File: src/rtl/tastable_clk_supervisor.sv
// tastable_clk_supervisor: holds core reset until PLL lock has been stable,
// generates the RUN-only clock-enable tick and counts lock-loss events.
module tastable_clk_supervisor #(
    parameter int LOCK_STABLE_CYCLES = 1024,
    parameter int CE_DIV             = 168,
    parameter int CNT_W              = 8
) (
    input  logic             CLK,
    input  logic             RESET,
    input  logic             LOCK,
    input  logic             CLR_CNT,
    output logic             SYS_RESETN,
    output logic             CE_TICK,
    output logic [CNT_W-1:0] LOCK_LOST_CNT,
    output logic [1:0]       STATE
);
    localparam int SW = (LOCK_STABLE_CYCLES > 1) ? $clog2(LOCK_STABLE_CYCLES) : 1;
    localparam int DW = (CE_DIV > 1) ? $clog2(CE_DIV) : 1;
    localparam logic [SW-1:0] SETTLE_LAST = SW'(LOCK_STABLE_CYCLES - 1);
    localparam logic [DW-1:0] DIV_LAST    = DW'(CE_DIV - 1);

    typedef enum logic [1:0] {
        WAIT_LOCK = 2'b00,
        SETTLE    = 2'b01,
        RUN       = 2'b10,
        LOST      = 2'b11
    } state_t;

    state_t           state_q, state_d;
    logic             lock_meta_q, lock_s_q;
    logic [SW-1:0]    settle_q, settle_d;
    logic [DW-1:0]    div_q, div_d;
    logic [CNT_W-1:0] cnt_q, cnt_d;
    logic             sys_resetn_q;
    logic             lost_evt;

    always_ff @(posedge CLK or negedge RESET) begin
        if (!RESET) begin
            lock_meta_q  <= 1'b0;
            lock_s_q     <= 1'b0;
            state_q      <= WAIT_LOCK;
            settle_q     <= '0;
            div_q        <= '0;
            cnt_q        <= '0;
            sys_resetn_q <= 1'b0;
        end else begin
            lock_meta_q  <= LOCK;
            lock_s_q     <= lock_meta_q;
            state_q      <= state_d;
            settle_q     <= settle_d;
            div_q        <= div_d;
            cnt_q        <= cnt_d;
            sys_resetn_q <= (state_d == RUN);
        end
    end

    // Any drop of lock_s during SETTLE restarts the full stability wait.
    always_comb begin
        state_d  = state_q;
        settle_d = '0;
        case (state_q)
            WAIT_LOCK: if (lock_s_q) state_d = SETTLE;
            SETTLE: begin
                if (!lock_s_q)                  state_d = WAIT_LOCK;
                else if (settle_q == SETTLE_LAST) state_d = RUN;
                else                            settle_d = settle_q + 1'b1;
            end
            RUN:     if (!lock_s_q) state_d = LOST;
            default: state_d = WAIT_LOCK;
        endcase
    end

    assign lost_evt = (state_q == RUN) && !lock_s_q;
    assign div_d    = (state_q == RUN && state_d == RUN && div_q != DIV_LAST) ? div_q + 1'b1 : '0;
    // A clear coinciding with a loss still records that loss.
    assign cnt_d    = CLR_CNT ? CNT_W'(lost_evt)
                    : (lost_evt && cnt_q != '1) ? cnt_q + 1'b1 : cnt_q;

    assign SYS_RESETN    = sys_resetn_q;
    assign CE_TICK       = (state_q == RUN) && (div_q == DIV_LAST);
    assign LOCK_LOST_CNT = cnt_q;
    assign STATE         = state_q;
endmodule
File: config.mk
export PLATFORM = sky130hd
export DESIGN_NAME = tastable_clk_supervisor
export DESIGN_NICKNAME = d
export VERILOG_FILES = /design/src/rtl/tastable_clk_supervisor.sv
export SDC_FILE = /design/constraint.sdc
export NUM_CORES = 1
export LEC_CHECK = 0
export CORE_MARGIN = 2
export CORE_UTILIZATION = 40
export DETAILED_ROUTE_END_ITERATION = 10
export GPL_TIMING_DRIVEN = 0
export PLACE_DENSITY = 0.65
export SYNTH_ARGS = -nofsm -noshare
export SYNTH_HDL_FRONTEND = slang
export SYNTH_SLANG_ARGS = --single-unit
File: constraint.sdc
create_clock -name CLK -period 2.65 [get_ports CLK]
set_input_delay 0.53 -clock CLK [delete_from_list [all_inputs] [get_ports CLK]]
set_output_delay 0.53 -clock CLK [all_outputs]
set_load 0.02 [all_outputs]
Word level (Yosys, flattened, before mapping)
Index checks and enable logic that the tools add are counted.
{ "totals": {"reg_bits": 31, "inputBits": 4, "output_inout_bits": 12, "wordCells": 36} }
{ "classes": {"add_sub_neg": 3, "eq_ne": 7, "mux": 11, "n_reduce_logical": 8} }
{ "op_table": {"columns": ["cell", "n"], "rows": [
  ["2-to-1 mux 10 bit", 3],
  ["2-to-1 mux 8 bit", 3],
  ["adder 8 x 1 -> 8 bit, second input constant", 2],
  ["!= test 8 bit, second input constant", 2],
  ["adder 10 x 1 -> 10 bit, second input constant", 1],
  ["== test 10 bit, second input constant", 1],
  ["== test 8 bit, second input constant", 1],
  ["2-to-1 mux 2 bit", 4],
  ["one-hot mux 2 bit (3 select lines)", 1],
  ["logical AND 1 bit", 5],
  ["== test 2 bit, second input constant", 2],
  ["== test 2 x 1 -> 1 bit, second input constant", 1],
  ["zero test 2 bit", 1],
  ["nonzero test 2 bit", 1],
  ["zero test 1 bit", 1]
]} }

Longest topological paths before layout
Gate-level depths: netlist (run 1).
{ "depth": {"ltp_word": 8, "mapped_depth": 4, "mapped_depth_nobuf": 4} }

Worst setup path after synthesis (run 1)
Ideal clock, no wire load.
{ "synth_path": {"path_kind": "reg-to-output", "start": "register div_q[4]", "end": "output CE_TICK", "t_arrival_ns": 1.429, "t_required_ns": 2.120, "setup_slack_ns": 0.691, "path_stages_with_launch": 3, "n_path_buf": 0, "path_cell_list": "dfrtp_1 or4b_1 nor3_1"} }
{ "synth_between": {"elab_chain_len": 2} }
{ "synth_lines": {"columns": ["item", "line", "source"], "rows": [
  ["from (decl)", "32", "logic [DW-1:0] div_q, div_d;"],
  ["from (signal assigned)", "51", "div_q <= div_d;"],
  ["== test 8 bit", "80", "assign CE_TICK = (state_q == RUN) && (div_q == DIV_LAST);"],
  ["logical AND 1 bit", "80", null],
  ["to (decl)", "13", "output logic CE_TICK,"]
]} }
Every way passes these cells.

Final worst setup path (run 1)
{ "layout_path": {"start": "register div_q[3]", "end": "output CE_TICK"} }
Same word-level chain as after synthesis.

==> results of run 1 <==
-- through the flow --
step / power (W) / instance area [µm²] / util, % / hold WS, ns / setup slack [ns]
detailed placement: 0.000520 / 1740 / 47.4 / 0.337 / 0.309
global route: 0.00102 / 1850 / 50.4 / 0.338 / 0.217
global placement: 0.000519 / 1740 / 47.4 / 0.336 / 0.306
finish: 0.000989 / 1850 / 50.4 / 0.280 / 0.296
CTS: 0.00100 / 1850 / 50.6 / 0.351 / 0.275
floorplan: 0.000500 / 1530 / - / 0.234 / 0.691
-- layer usage --
layer	vias to the layer above	part of all wire (%)
met1	573	47
met3	7	4.1
met4	0	2.3
met5	-	0
li1	593	-
met2	20	46
-- area by class of cell --
class	count	area, µm²	area share (%)
clock buffer	6	82.6	4.47
clock inverter	2	35.0	1.90
inverter	5	18.8	1.02
multi-input combinational	112	731	39.6
sequential	31	776	42.0
tap	48	60.1	3.25
timing repair buffer	15	144	7.79
-- sequential cells by signal, indices dropped and copies added (netlist names) --
register and flops:
SYS_RESETN 1, lock_meta_q 1, settle_q 10, STATE 2
div_q 8, LOCK_LOST_CNT 8, lock_s_q 1
-- power breakdown --
part	total, W	internal [W]	switching [W]
combinational	0.0000278	0.00000954	0.0000183
clock	0.000480	0.000304	0.000176
sequential	0.000481	0.000477	0.00000439
total	0.000989	0.000790	0.000199
-- cell usage in the layout, fill, tap and decap left out, types with 2 or more instances in the layout --
cell type and n:
xor2_1 4, ha_1 3, xnor2_1 2, o21ai_0 10, inv_1 5, nand2_1 9
or3_1 5, nand4_1 5, dfrtp_1 31, nand3_1 11, nor2_1 12, o31ai_1 2
mux2_2 2, clkdlybuf4s50_1 13, and4_1 2, mux2i_1 2, or4_1 2, and3_1 2
nand3b_1 2, nor2b_1 3, clkbuf_8 6, nor3_1 2, or4b_1 2, a21oi_1 12
-- logic make-up (layout without fill, tap and decap cells) --
kind of cell / Yosys count / after routing / synth area share [%]
xor gates and xnor gates: 6 / 6 / 3.45
buffers and inverters: 5 / 28 / 1.23
DFF: 31 / 31 / 50.9
and+or+nand+nor: 66 / 66 / 25.4
adders and majority gates: 3 / 3 / 2.46
muxes: 4 / 4 / 2.79
AOI/OAI and AO/OA: 33 / 33 / 13.8
-- worst max-delay path, stage by stage (launching register included) --
cell and delay [ns]:
dfrtp_1 0.44, or4b_1 0.58, nor3_1 0.17, dlygate4sd2_1 0.35
-- final timing paths --
kind / endpoint / slack, ns
worst min register to register: lock_s_q$_DFF_PN0_ / 0.35
worst max-delay path: CE_TICK / 0.30
worst max register to register: LOCK_LOST_CNT[5]$_DFFE_PN0P_ / 0.96
max in group asynchronous: settle_q[7]$_DFF_PN0_ / 1.93
worst min-delay path: LOCK_LOST_CNT[3]$_DFFE_PN0P_ / 0.28
min in group CLK: lock_s_q$_DFF_PN0_ / 0.35
==> results.md, run 1 <==
* Post-synth top area share at 50.9%
* Detail Placement HPWL at 2.08 mm
* M3 GR Usage at 4.11%
* Via-to-Cell Ratio at 5.45
* First-pass GRT wire length at 5.10 mm
* DRT iter0 DRCs at 85
* Worst r2r path cells at 4
* Cell Area, Synth at 1530 µm²
* Fin nets at 177
* HP Class: in2async
* Critical Path Start: div_q[3]$_DFF_PN0_
* Die Width at 65.8 µm
* Remaining DRCs at 0
* Ys async rst share at 100%
* Post-synthesis cell type count at 40
* RSZ-0062 raised after global routing: false
* Total number of vias at 1193
* P_leak at 0.742 nW
* Yosys reg bits at 31
* Post-Syn Area per Cell at 10.3 µm²
* FILL cells at 338
* Post-synthesis sequential area ratio at 50.9%
* Aggregate global routing overflow at 0
* Avg WL per Cell at 13.1 µm
* Drt first pass iters at 4
* Antenna violations before repair at 0
* Routed WL at 2.86 mm
* Core Region at 3660 µm²
* Later-pin clock latency in the skew report at 0.29 ns
* Vias in the first global route at 1151
* Antenna diodes at 0
* Synthesis-to-finish area growth at 21.1%
* FMAX at 425 MHz
* Origin of the critical flop-to-flop path: LOCK_LOST_CNT[0]$_DFFE_PN0P_
* Die area at 4320 µm²
* Post-synthesis cell count at 148
* # clock sinks at 31
* WP data arrival at 1.82 ns
* CTS Buf Count at 5
* Net Count, Synth at 155
* Initial Utilization at 41.7%
* IO Count at 16
* DP Cell Count at 211
* PwrDens at 536 nW/µm²
* Setup Buffers After CTS at 0
* Fin Setup TNS at 0 ns
* Die Y at 65.8 µm
* Post-Layout Cell Count at 219
* GR peak layer: met2
* Synth cell count leaders: dfrtp_1, a21oi_1, nor2_1
* Met2 Use GR at 23.9%
* Tcrit/Tclk final at 88.8%
* Share of layout cells above drive strength 1 at 11.7%
* Status: finished, final reports clean
* Final hold vios at 0
* Worst-path clk slew at 0.06 ns
* Met1 Usage GRT at 20.4%
* Worst slew pin tran at 0.685 ns
* Num rows at 22
* Pin count of the biggest net entering global routing at 32
* Post-route minimum period at 2.35 ns
* Root buf cell: clkbuf_8
* Ys flop type: dfrtp_1
* CTS tree: built
* Clock buffer depth at 2
* Worst IR Drop VDD at 0.000214 V
* Max_slew headroom at 54.3%
* Clk_skew at 0.00200 ns
* Synth warn at 0
* EDFF count, synth at 0
* GPL Wtd Cong at 0.780
* Gr usage total at 15.8%
* Worst Setup Path Type: reg2out
* IO buf count at 15
* Crit start category: flip-flop
* Post_cts resized at 1
* Fin. max-slew vios at 0
* Crit. End Element: output pin
* Cell taking the most area after synthesis: dfrtp_1
* CP Data Required Time at 2.12 ns
* Top-count cell post-synth: dfrtp_1
* Post-DRT Antenna Nets at 0
* H-Tree Depth at 2
* Max-cap violations at 0
* CP max FO at 6
* Post-CTS Hold Fix Bufs at 0
* Final setup viols at 0
* Synth top area cells: dfrtp_1, a21oi_1, nand3_1, o21ai_0, nor2_1
Power figures use the tool's default switching activity.
==> run 2: changes to the inputs <==
--- a/config.mk
+++ b/config.mk
@@ -5,6 +5,7 @@
 export SDC_FILE = /design/constraint.sdc
 export NUM_CORES = 1
 export LEC_CHECK = 0
+export CAP_MARGIN = 15
 export CORE_MARGIN = 2
 export CORE_UTILIZATION = 40
 export DETAILED_ROUTE_END_ITERATION = 10
==> run 2 against run 1 <==
Routed wire length grew 1.2%. Global-route usage is 0.46 points lower. Critical path depth unchanged. Die area unchanged. First-iteration DRC count down 5.9%. Sequential share of layout area shrank 0.73 points. Fmax down 0.94%. Sequential cell count did not move. Register-to-register slack hardly changed. Highest routed layer unchanged.
==> results.md, run 2 (synthesized netlist as in run 1, its figures left out) <==
* Status: finished, final reports clean
* WP data arrival at 1.85 ns
* DP Cell Count at 212
* Fin. max-slew vios at 0
* # clock sinks at 31
* Hold slack at 0.343 ns
* Tcrit/Tclk final at 89.7%
* Worst IR Drop VDD at 0.000251 V
* Clk_skew at 0.00614 ns
* CP Data Required Time at 2.12 ns
* Die Y at 65.8 µm
* Post-DRT Antenna Nets at 0
* First-pass GRT wire length at 4.97 mm
* Crit. End Element: output pin
* GPL Wtd Cong at 0.780
* Comb power frac at 3.4%
* CP max FO at 6
* Fin Setup TNS at 0 ns
* DRT iter0 DRCs at 80
* PwrDens at 523 nW/µm²
* Slowest stage delay, CP at 0.59 ns
* Initial Utilization at 41.7%
* HP Class: reg2reg
* H-Tree Depth at 2
* Core Region at 3660 µm²
* Register with the most flip-flops: settle_q
* Routed WL at 2.89 mm
* Gr usage total at 15.3%
* Sequential cell area at 776 µm²
* CTS Buf Count at 5
* FMAX at 421 MHz
* Worst Setup Path Type: reg2out
* IO Count at 16
* Clock buffer depth at 2
* Aggregate global routing overflow at 0
* Remaining DRCs at 0
* Die area at 4320 µm²
* Total number of vias at 1188
* Vias in the first global route at 1148
* CP Buf/Inv Count at 1
* Seq pwr share at 48.9%
* Worst slew pin tran at 0.685 ns
* CTS tree: built
* Max-cap violations at 0
* Sw Pwr at 0.000188 W
* Later-pin clock latency in the skew report at 0.28 ns
* Post-Layout Cell Count at 220
* Int Power at 0.000795 W
* Antenna diodes at 0
* Avg WL per Cell at 13.2 µm
* CP max-delay cell: or4b_1
* RSZ-0062 raised after global routing: false
* IO buf count at 15
* Pin count of the biggest net entering global routing at 20
* Crit-path cells: or4b_1 > nor3_1 > dlygate4sd2_1
* Crit start category: flip-flop
* Post-route minimum period at 2.38 ns
* Root buf cell: clkbuf_8
* Most frequent cells in the layout: dfrtp_1, clkdlybuf4s50_1, a21oi_1, nor2_1, nand3_1
* Final setup viols at 0
* Switching Share at 19.2%
* Final hold vios at 0
* Worst-path clk slew at 0.07 ns
* Antenna violations before repair at 0
* Die Width at 65.8 µm
* Area of the multi-input gates at 731 µm²
* Detail Placement HPWL at 2.14 mm
* Share of layout cells above drive strength 1 at 11.6%
* Synthesis-to-finish area growth at 23.2%
* Delay-heaviest family, CP: simple AND/OR/NAND/NOR gates
* P_leak at 0.755 nW
* Power share of the clock group at 47.6%
* Drt first pass iters at 4
* Max_slew headroom at 54.2%
* Num rows at 22
* Max reg flops at 10
* Most common cell after layout, fill and taps aside: dfrtp_1
* Via-to-Cell Ratio at 5.40
* Fin nets at 178
* FILL cells at 334
* Total Power at 0.000984 W
run 2: power by group through the flow:
stage                     Combinational (W)  Clock (W)  Sequential, W
after global routing              0.0000380   0.000507       0.000482
after detailed placement          0.0000348          0       0.000490
after global placement            0.0000287          0       0.000490
final                             0.0000337   0.000469       0.000481
after floorplan                  0.00000992          0       0.000490
after CTS                         0.0000349   0.000479       0.000481
run 2: per-layer routing:
metal  track usage [%]  up-vias  wire [µm]
met5                 0        -          0
met4              5.99        0         46
met3              5.48        5        112
met2              23.5       16       1350
met1              19.6      572       1380
li1                  -      595          -
run 2: per-stage QoR:
step,util (%),cell area [µm²],setup slack (ns)
finish,51.3,1880,0.273
global route,51.3,1880,0.183
CTS,51.3,1880,0.269
detailed placement,48.2,1760,0.302
global placement,47.4,1740,0.306
floorplan,-,1530,0.691
run 2: final timing paths:
path                            cells past startpoint                         start                      endpoint  slack [ns]
max in group asynchronous                           2                         RESET            STATE[1]$_DFF_PN0_        1.46
worst min-delay path                                0         lock_meta_q$_DFF_PN0_            lock_s_q$_DFF_PN0_        0.34
min in group asynchronous                           1                         RESET  LOCK_LOST_CNT[5]$_DFFE_PN0P_        0.67
worst max-delay path                                3            div_q[3]$_DFF_PN0_                       CE_TICK        0.27
worst max register to register                      4  LOCK_LOST_CNT[0]$_DFFE_PN0P_  LOCK_LOST_CNT[5]$_DFFE_PN0P_        0.96
worst min register to register                      0         lock_meta_q$_DFF_PN0_            lock_s_q$_DFF_PN0_        0.34
run 2: final cells by class:
type                            count  share of cell area (%)
Clock buffer                        6                    4.39
Clock inverter                      2                    1.86
Inverter                            5                   0.999
Multi-Input combinational cell    112                    38.9
Sequential cell                    31                    41.3
Tap cell                           48                    3.20
Timing Repair Buffer               16                    9.39
run 2: what timing repair did:
action	CTS	global route
endpoints found under the setup margin	1	0
gates resized for setup	1	0
buffers inserted	0	0
hold buffers	0	0
